`config.mk`:
```
export PLATFORM = sky130hd
export DESIGN_NAME = spi_slave_sampler
export DESIGN_NICKNAME = d
export VERILOG_FILES = /design/src/rtl/spi_slave_sampler.sv
export SDC_FILE = /design/constraint.sdc
export NUM_CORES = 1
export LEC_CHECK = 0
export BUFFER_PORTS_ARGS = -buffer_cell sky130_fd_sc_hd__buf_2
export CAP_MARGIN = 20
export CORE_MARGIN = 1.5
export CORE_UTILIZATION = 48
export CTS_BUF_LIST = sky130_fd_sc_hd__clkbuf_8
export DETAILED_ROUTE_END_ITERATION = 16
export PLACE_DENSITY = 0.75
export SYNTH_ARGS = -nofsm -noshare
export SYNTH_HDL_FRONTEND = slang
export SYNTH_SLANG_ARGS = --single-unit
```
`constraint.sdc`:
```
create_clock -name clk -period 3.2 [get_ports clk]
set_input_delay 0 -clock clk [delete_from_list [all_inputs] [get_ports clk]]
set_output_delay 0 -clock clk [all_outputs]
set_load 0.01 [all_outputs]
```
`src/rtl/spi_slave_sampler.sv`:
```
// spi_slave_sampler
//   SPI slave front end, mode 0 (CPOL=0, CPHA=0), MSB first. Synchronises the
//   asynchronous pad inputs into the clk domain, regenerates one-cycle SCLK edge
//   strobes, deserialises MOSI into rx_data and serialises tx_data onto MISO.
//
// Ports
//   clk, rst           system clock, asynchronous active-high reset
//   en                 block enable; low holds the block idle
//   err_clr            clears the sticky rx_overrun / tx_underrun flags
//   spi_sclk/cs_n/mosi asynchronous pad inputs
//   spi_miso/_oe       serial data out and its pad output enable
//   spi_rise/_fall     one-cycle strobes on qualified SCLK edges
//   rx_data/valid/ready  received word, valid/ready handshake
//   tx_data/valid      next word to send
//   tx_ready           one-cycle load strobe; the word is taken if tx_valid is high
//   rx_overrun         sticky: a word completed while rx_valid was still pending
//   tx_underrun        sticky: a load happened with tx_valid low

module spi_slave_sampler #(
  parameter int unsigned DATA_WIDTH  = 8,
  parameter int unsigned SYNC_STAGES = 2
) (
  input  logic                  clk,
  input  logic                  rst,
  input  logic                  en,
  input  logic                  err_clr,
  input  logic                  spi_sclk,
  input  logic                  spi_cs_n,
  input  logic                  spi_mosi,
  output logic                  spi_miso,
  output logic                  spi_miso_oe,
  output logic                  spi_rise,
  output logic                  spi_fall,
  output logic [DATA_WIDTH-1:0] rx_data,
  output logic                  rx_valid,
  input  logic                  rx_ready,
  input  logic [DATA_WIDTH-1:0] tx_data,
  input  logic                  tx_valid,
  output logic                  tx_ready,
  output logic                  rx_overrun,
  output logic                  tx_underrun
);

  localparam int unsigned CntW = (DATA_WIDTH > 2) ? $clog2(DATA_WIDTH) : 1;
  localparam logic [CntW-1:0] LastBit = CntW'(DATA_WIDTH - 1);

  typedef enum logic [0:0] {StIdle, StActive} state_e;

  state_e                  state_q;
  logic [SYNC_STAGES-1:0]  sclk_sync_q, cs_sync_q, mosi_sync_q;
  logic                    sclk_d_q, cs_d_q;
  logic                    spi_rise_q, spi_fall_q;
  logic [CntW-1:0]         bit_cnt_q;
  logic [DATA_WIDTH-1:0]   rx_shift_q, tx_shift_q, rx_data_q;
  logic                    rx_valid_q, word_done_q;
  logic                    rx_overrun_q, tx_underrun_q;

  logic                    sclk_s, cs_s, mosi_s;
  logic                    sclk_rise, sclk_fall, cs_fall;
  logic                    stay_active, start, rise_ev, fall_ev, word_end, load_ev;
  logic [DATA_WIDTH-1:0]   rx_shift_nxt;

  assign sclk_s = sclk_sync_q[SYNC_STAGES-1];
  assign cs_s   = cs_sync_q[SYNC_STAGES-1];
  assign mosi_s = mosi_sync_q[SYNC_STAGES-1];

  always_comb begin
    sclk_rise    = sclk_s & ~sclk_d_q;
    sclk_fall    = ~sclk_s & sclk_d_q;
    cs_fall      = ~cs_s & cs_d_q;
    // Leaving ACTIVE takes effect in the same cycle: no edge is acted on once
    // cs_s or en drops.
    stay_active  = (state_q == StActive) & en & ~cs_s;
    start        = (state_q == StIdle) & en & cs_fall;
    rise_ev      = stay_active & sclk_rise;
    fall_ev      = stay_active & sclk_fall;
    word_end     = rise_ev & (bit_cnt_q == LastBit);
    // A completed word turns the next falling edge into a reload instead of a shift.
    load_ev      = start | (fall_ev & word_done_q);
    rx_shift_nxt = {rx_shift_q[DATA_WIDTH-2:0], mosi_s};
  end

  always_ff @(posedge clk or posedge rst) begin
    if (rst) begin
      sclk_sync_q   <= '0;
      cs_sync_q     <= '1;
      mosi_sync_q   <= '0;
      sclk_d_q      <= 1'b0;
      cs_d_q        <= 1'b1;
      state_q       <= StIdle;
      spi_rise_q    <= 1'b0;
      spi_fall_q    <= 1'b0;
      bit_cnt_q     <= '0;
      rx_shift_q    <= '0;
      tx_shift_q    <= '0;
      rx_data_q     <= '0;
      rx_valid_q    <= 1'b0;
      word_done_q   <= 1'b0;
      rx_overrun_q  <= 1'b0;
      tx_underrun_q <= 1'b0;
    end else begin
      sclk_sync_q <= {sclk_sync_q[SYNC_STAGES-2:0], spi_sclk};
      cs_sync_q   <= {cs_sync_q[SYNC_STAGES-2:0], spi_cs_n};
      mosi_sync_q <= {mosi_sync_q[SYNC_STAGES-2:0], spi_mosi};
      sclk_d_q    <= sclk_s;
      cs_d_q      <= cs_s;

      spi_rise_q <= rise_ev;
      spi_fall_q <= fall_ev;

      unique case (state_q)
        StIdle:   if (start) state_q <= StActive;
        StActive: if (!stay_active) state_q <= StIdle;
        default:  state_q <= StIdle;
      endcase

      // Receive path; any partial word is dropped whenever the frame is not active.
      if (!stay_active) begin
        bit_cnt_q   <= '0;
        rx_shift_q  <= '0;
        word_done_q <= 1'b0;
      end else if (rise_ev) begin
        rx_shift_q <= rx_shift_nxt;
        if (word_end) begin
          bit_cnt_q   <= '0;
          word_done_q <= 1'b1;
        end else begin
          bit_cnt_q <= bit_cnt_q + 1'b1;
        end
      end else if (load_ev) begin
        word_done_q <= 1'b0;
      end

      // A completion takes priority over a same-cycle consume, so rx_valid stays set.
      if (word_end) begin
        rx_data_q  <= rx_shift_nxt;
        rx_valid_q <= 1'b1;
      end else if (rx_valid_q && rx_ready) begin
        rx_valid_q <= 1'b0;
      end

      // Transmit path.
      if (load_ev) begin
        tx_shift_q <= tx_valid ? tx_data : '0;
      end else if (fall_ev) begin
        tx_shift_q <= {tx_shift_q[DATA_WIDTH-2:0], 1'b0};
      end

      // Sticky flags: a set event wins over err_clr.
      if (word_end && rx_valid_q && !rx_ready) begin
        rx_overrun_q <= 1'b1;
      end else if (err_clr) begin
        rx_overrun_q <= 1'b0;
      end

      if (load_ev && !tx_valid) begin
        tx_underrun_q <= 1'b1;
      end else if (err_clr) begin
        tx_underrun_q <= 1'b0;
      end
    end
  end

  assign spi_miso    = tx_shift_q[DATA_WIDTH-1];
  assign spi_miso_oe = (state_q == StActive);
  assign spi_rise    = spi_rise_q;
  assign spi_fall    = spi_fall_q;
  assign rx_data     = rx_data_q;
  assign rx_valid    = rx_valid_q;
  assign tx_ready    = load_ev;
  assign rx_overrun  = rx_overrun_q;
  assign tx_underrun = tx_underrun_q;

endmodule

```
== Word level (Yosys, flattened, before mapping) ==
Index checks and enable logic that the tools add are counted.
Storage, ports and cells
  logic and storage cells: 68
  input bits: 17
  bits in registers: 41
Operators by class
  add/subtract/negate cells: 1
  bitwise operators: 16
  reductions and logical operators: 11
  muxes and demuxes: 20
  equality and inequality tests: 4
Operator list (number)
  2-to-1 mux 8 bit: 3
  2-to-1 mux 7 bit: 2
  AND 1 bit: 11
  2-to-1 mux 1 bit: 11
  2-to-1 mux 3 bit: 3
  nonzero test 2 bit: 4
  logical AND 1 bit: 4
  NOT 1 bit: 4
  adder 3 x 1 -> 3 bit (second input constant): 1
  equality test 3 bit (second input constant): 1
  inequality test 3 x 1 -> 1 bit (second input constant): 1
  inequality test 3 x 2 -> 1 bit (second input constant): 1
  zero test 1 bit: 2
  inequality test 2 x 1 -> 1 bit (second input constant): 1
  case mux 1 bit (2 select lines): 1
  AND reduction 2 bit: 1
  OR 1 bit: 1

== Logic depth before layout (Yosys ltp) ==
Gate-level depths: netlist of run 1.
  depth in word-level cells: 8
  gate-level depth with buffers: 6
  gate-level depth less buffers: 5

== Worst setup path after synthesis of run 1 ==
OpenSTA, ideal clock, no wires.
  path type: reg2reg
  start: register bit_cnt_q[0]
  end: register rx_data_q[0], in the netlist rx_data[0]
  data required time: 3075 ps
  path buffers: 0
  clock period less this slack: 1424 ps
  cell stages (with the launch flop): 6
  setup slack: 1776 ps
  data arrival time: 1300 ps
  path through: dfrtp_1 > ha_1 > ha_1 > nand2_1 > nor2_4 > mux2_2
On the way
  longest elaborated chain between the ends: 2
RTL lines
  from (decl): RTL line 53  | logic [CntW-1:0] bit_cnt_q;
  from (signal assigned): RTL line 128  | bit_cnt_q <= bit_cnt_q + 1'b1;
  equality test 3 bit: RTL line 77  | word_end = rise_ev & (bit_cnt_q == LastBit);
  AND 1 bit: RTL line 77
  to (signal assigned): RTL line 136  | rx_data_q <= rx_shift_nxt;
  to (decl): RTL line 54  | logic [DATA_WIDTH-1:0] rx_shift_q, tx_shift_q, rx_data_q;
Every way passes these cells.
A chain may end at the register's enable or synchronous reset.

== Worst setup path in the final report of run 1 ==
  start: register cs_d_q
  end: output port tx_ready
On the way
  longest elaborated chain between the ends: 3
RTL lines
  from (decl): RTL line 51  | logic sclk_d_q, cs_d_q;
  from (signal assigned): RTL line 106  | cs_d_q <= cs_s;
  AND 1 bit: RTL line 70  | cs_fall = ~cs_s & cs_d_q;
  AND 1 bit: RTL line 74  | start = (state_q == StIdle) & en & cs_fall;
  OR 1 bit: RTL line 79  | load_ev = start | (fall_ev & word_done_q);
  to (decl): RTL line 39  | output logic tx_ready,
Every way passes these cells.

==> results.toml, run 1 <==
[die]
die_w_um = 60.9
dieHeight_um = 60.9
start_util = 0.514
ios = 33
rows = 20
die_area_um2 = 3700
core_area_um2 = 3130

[logic_synthesis]
synth_top_area_cell = "dfrtp_1"
synth_seq_cells = 41
ys_seq_area_frac = 0.641
avgSynthCellArea_um2 = 13.0
yosys_warnings = 0
netlist-cell-type-count = 30
syn_inst = 124
synth_fp_nets = 143
netlist_area_um2 = 1610
synth_top_area_frac = 0.592
synthTopCellsByArea = "dfrtp_1 59%, mux2_2 5.6%, dfstp_2 4.9%"

[clock_network]
cts_num_sinks = 41
cts-root-buf = "clkbuf_8"
h-tree-depth = 2
cts_resized = 0
cts_buffers = 5
cts_tree = "yes"
clk_pin_slew_ns = 0.08
hold_buffers = 11
post_cts_buffers = 0
clockBufferDepth = 2
clk_latency_ns = 0.30

[timing]
max_freq_ghz = 0.500
worstMarginPinSlew_ns = 0.711
drv_slew = 0
skew_ns = 0.00949
holdWs_ns = 0.0196
final.setup.tns_ns = 0
rsz0062_at_grt = "false"
slew_headroom = 0.525
setup_viol = 0
hold_viol_final = 0
fin_crit_sh = 0.625
min_period_ns = 2.00

[worst_setup_path]
cp-start-kind = "register"
critical_path_buf_inv_count = 1
crit_arrival_ns = 2.00
worstSetupEndpointType = "output port"
critPathSlowestCell = "dfstp_2"
cpPeakStageDelay_ns = 0.53
crit_chain = "nor2b_1 > o21a_4 > nor2b_4 > buf_2"
cp_top_family = "simple AND/OR/NAND/NOR gates"
path_class = "register to output port"
required_ns = 3.20
worst-path-max-fanout = 17

[hold_path]
hold_class = "input port to register"

[cells_and_area]
fin_util = 0.648
final_net_count = 190
area_delta_synth_final_pct = 26.1
fin_cells = 216
diodes = 0
drive_gt1_frac = 0.331

[grt]
overflow = 0
antenna_found_initial = 0
grt_max_degree = 30
grt.total_usage = 0.177
grt_pass1_vias = 1060
grt_pass1_wl_um = 4570

[pwr]
peakVddDrop_mv = 0.284
leakagePower_nw = 1.01
powerDensity_nw_per_um2 = 483

[route]
route.detailed.drc = 0
firstDrtPassIters = 4
wl_per_cell_um = 13.7
drt_iter0_markers = 38
vias = 1089
ant_nets = 0
drt-total-wl_um = 2960
vias_per_cell = 5.04

[placed_design]
placedCellCount = 196
io_buffers = 32
place.gp.congestion = 0.900

[run]
max-cap-violations = 0

[status]
outcome = "completed"
[through the flow]
step / power [mW] / worst slack (ns) / cell area [µm²]
after detailed placement: 0.649 / 1.49 / 1800
after CTS: 0.989 / 1.21 / 2000
after global routing: 1.03 / 1.07 / 2030
final: 0.978 / 1.20 / 2030
after global placement: 0.645 / 1.54 / 1800
after floorplan: 0.622 / 1.78 / 1610
[cell usage after synthesis, drive strengths merged]
cell,number
buf,4
clkbuf,1
nor2,11
a21oi,2
nand2,9
nand2b,1
dfrtp,38
a31oi,7
dfstp,3
o21a,2
a32o,2
nand4b,1
and2b,1
nor2b,4
a22o,9
o21ai,1
mux2,8
ha,2
nand3b,1
a21o,2
o211ai,7
and3b,1
inv,6
nor3b,1
[metal layers]
layer,vias to the layer above,part of all wire,track usage,wire [µm]
li1,539,-,-,-
met4,0,0.019,0.0839,55
met1,521,0.43,0.209,1280
met5,-,0,0,0
met3,5,0.039,0.0661,115
met2,24,0.51,0.286,1510
[cell families (layout without fill, tap and decap cells)]
kind of cell,after synthesis,after routing,synth area share
and+or+nand+nor,30,30,0.102
AOI/OAI and AO/OA,32,32,0.154
buffers and inverters,11,59,0.0311
muxes,8,8,0.0561
adders and majority gates,2,2,0.0156
DFF,41,41,0.641
[state kept, by name, summed over array words and instances (netlist names)]
name and count:
bit_cnt_q 3, cs_d_q 1, cs_sync_q 2, mosi_sync_q 2, rx_data 8, rx_overrun 1, rx_shift_q 7, rx_valid 1
sclk_d_q 1, sclk_sync_q 2, spi_fall 1, spi_miso_oe 1, spi_rise 1, tx_shift_q 8, tx_underrun 1, word_done_q 1
[worst min-delay path: stages]
cell and delay [ns]:
buf_2 0.11, o211ai_1 0.08, a31oi_1 0.09
[where the power goes]
group | switching (mW) | internal [mW] | leakage, nW | total (mW)
Sequential | 0.0153 | 0.547 | 0.531 | 0.563
Clock | 0.175 | 0.150 | 0.0439 | 0.325
Combinational | 0.0457 | 0.0439 | 0.439 | 0.0896
[layout by cell type (no fill, tap or decap), types with 2 or more instances in the layout]
cell type and count:
nor2b_1 3, buf_2 32, a21o_1 2, a22o_1 9, clkbuf_8 5, clkinv_2 2
nor2_1 9, a21oi_1 2, dfstp_2 3, a32o_1 2, o211ai_1 7, ha_1 2
dfrtp_1 38, mux2_2 8, dlygate4sd3_1 11, a31oi_1 7, inv_1 6, nand2_1 9
[final timing paths]
kind                                 from  cells after the start  slack, ns              to
max in group asynchronous             rst                      4       2.41        rx_valid
min in group asynchronous             rst                      3       0.25        spi_fall
hold / removal                 tx_data[7]                      3       0.02   tx_shift_q[7]
setup / recovery                   cs_d_q                      4       1.20        tx_ready
setup reg to reg                   cs_d_q                      4       1.43     tx_underrun
hold reg to reg            sclk_sync_q[0]                      0       0.35  sclk_sync_q[1]
[final cells by class]
| cell class | count | area (µm²) |
|---|---|---|
| Sequential cell | 41 | 1030 |
| Timing Repair Buffer | 45 | 305 |
| Inverter | 6 | 22.5 |
| Clock buffer | 5 | 68.8 |
| Fill cell | 237 | 1100 |
| Clock inverter | 3 | 17.5 |
| Multi-Input combinational cell | 72 | 527 |
| Tap cell | 44 | 55.1 |
No activity file was read; power rests on OpenSTA's default activity.
==> run 2, diff against run 1 <==
clock period = 1.9 ns   (was 3.2 ns; I/O delays follow)
==> results.toml, run 2 (synthesis results as in run 1) <==
[worst_setup_path]
cpPeakStageDelay_ns = 0.58
worst-path-stages = 4
critPathSlowestCell = "nor2b_1"
worstSetupEndpointType = "register"
critical_path_buf_inv_count = 0
crit_arrival_ns = 1.90
path_class = "register to register"
worst-path-max-fanout = 11
crit_chain = "and2b_1 > nor2b_1 > nor3b_1 > a21o_1"
cp_top_family = "simple AND/OR/NAND/NOR gates"
required_ns = 2.13
rr_worst_depth = 4
cp-start-kind = "register"

[timing]
setup_viol = 0
fin_crit_sh = 0.876
worstMarginPinSlew_ns = 0.693
hold_viol_final = 0
rsz0062_at_grt = "false"
drv_slew = 0
min_period_ns = 1.66
skew_ns = 0.00743
slew_headroom = 0.537
max_freq_ghz = 0.601
final.setup.tns_ns = 0

[clock_network]
clk_latency_ns = 0.29
h-tree-depth = 2
cts-root-buf = "clkbuf_8"
cts_tree = "yes"
cts_resized = 0
cts_buffers = 5
clk_pin_slew_ns = 0.08
cts_num_sinks = 41
clockBufferDepth = 2

[die]
core_area_um2 = 3130
dieHeight_um = 60.9
rows = 20
ios = 33
die_area_um2 = 3700
die_w_um = 60.9
start_util = 0.514

[route]
vias = 1082
firstDrtPassIters = 4
drt-total-wl_um = 2780
route.detailed.drc = 0
vias_per_cell = 5.13
wl_per_cell_um = 13.2
drt_iter0_markers = 62
ant_nets = 0

[cells_and_area]
area_delta_synth_final_pct = 24.5
fin_util = 0.640
final_net_count = 185
diodes = 0
drive_gt1_frac = 0.347
most-common-layout-cells = "38 x dfrtp_1, 32 x buf_2, 9 x a22o_1, 9 x nand2_1, 9 x nor2_1"
final_common_cell = "dfrtp_1"

[status]
outcome = "completed"

[grt]
grt_pass1_vias = 1032
grt.total_usage = 0.173
grt_pass1_wl_um = 4490
overflow = 0
antenna_found_initial = 0
grt_max_degree = 42

[pwr]
powerDensity_nw_per_um2 = 949
leakagePower_nw = 1.01
peakVddDrop_mv = 0.677

[hold_path]
hold_depth = 3
hold_class = "input port to register"

[placed_design]
io_buffers = 32
dp_hpwl_um = 1940
place.gp.congestion = 0.769

[run]
max-cap-violations = 0
==> run 2: changes by cell type in the layout (fill, tap and decap cells not counted), sizes merged <==
cell         change
buf              +1
clkinv           -1
dlygate4sd3      -6
bufinv           +2
clkinvlp         -1
==> run 2: metal layers <==
metal	global-route usage	up-vias	share of wire
li1	-	527	-
met1	0.210	517	0.43
met2	0.261	29	0.49
met3	0.0704	9	0.056
met4	0.0994	0	0.023
met5	0	-	0
==> run 2: cell type report <==
cell class,count,area [µm²]
inverter,6,22.5
sequential,41,1030
timing repair buffer,40,233
tap,44,55.1
clock inverter,3,65.1
fill,252,1130
multi-input combinational,72,527
clock buffer,5,68.8
==> run 2: timing repair <==
item,4_1_cts,5_1_grt
hold buffers,5,0
buffers inserted,0,0
hold endpoints to repair,42,0
==> run 2: stage by stage <==
stage | cells | worst slack (ns) | total power [mW] | area [µm²] | hold WS, ns
5_1_grt | 211 | 0.124 | 1.98 | 2000 | 0.00371
2_1_floorplan | 124 | 0.476 | 1.05 | 1610 | 0.00448
6_report | 211 | 0.236 | 1.90 | 2000 | 0.000261
3_3_place_gp | 198 | 0.362 | 1.09 | 1820 | 0.105
4_1_cts | 211 | 0.253 | 1.91 | 2000 | 0.00222
3_5_place_dp | 198 | 0.286 | 1.10 | 1820 | 0.107
==> run 2: power breakdown <==
part	total, mW	leakage [nW]	internal [mW]	switching, mW
Clock	0.815	0.0681	0.522	0.293
Sequential	0.947	0.531	0.922	0.0255
Combinational	0.138	0.410	0.0625	0.0750
==> run 2: worst min-delay path: stages <==
cell and delay, ns:
buf_2 0.10, o211ai_1 0.08, a31oi_1 0.09
==> run 2: path summary, 6_finish.rpt <==
path | from | slack [ns] | end
worst max-delay path | sclk_d_q | 0.24 | bit_cnt_q[0]
worst min-delay path | tx_data[3] | 0.0003 | tx_shift_q[3]
worst max register to register | sclk_d_q | 0.24 | bit_cnt_q[0]
worst min register to register | sclk_sync_q[0] | 0.35 | sclk_sync_q[1]
max in group asynchronous | rst | 1.15 | cs_sync_q[0]
min in group asynchronous | rst | 0.38 | rx_data[1]
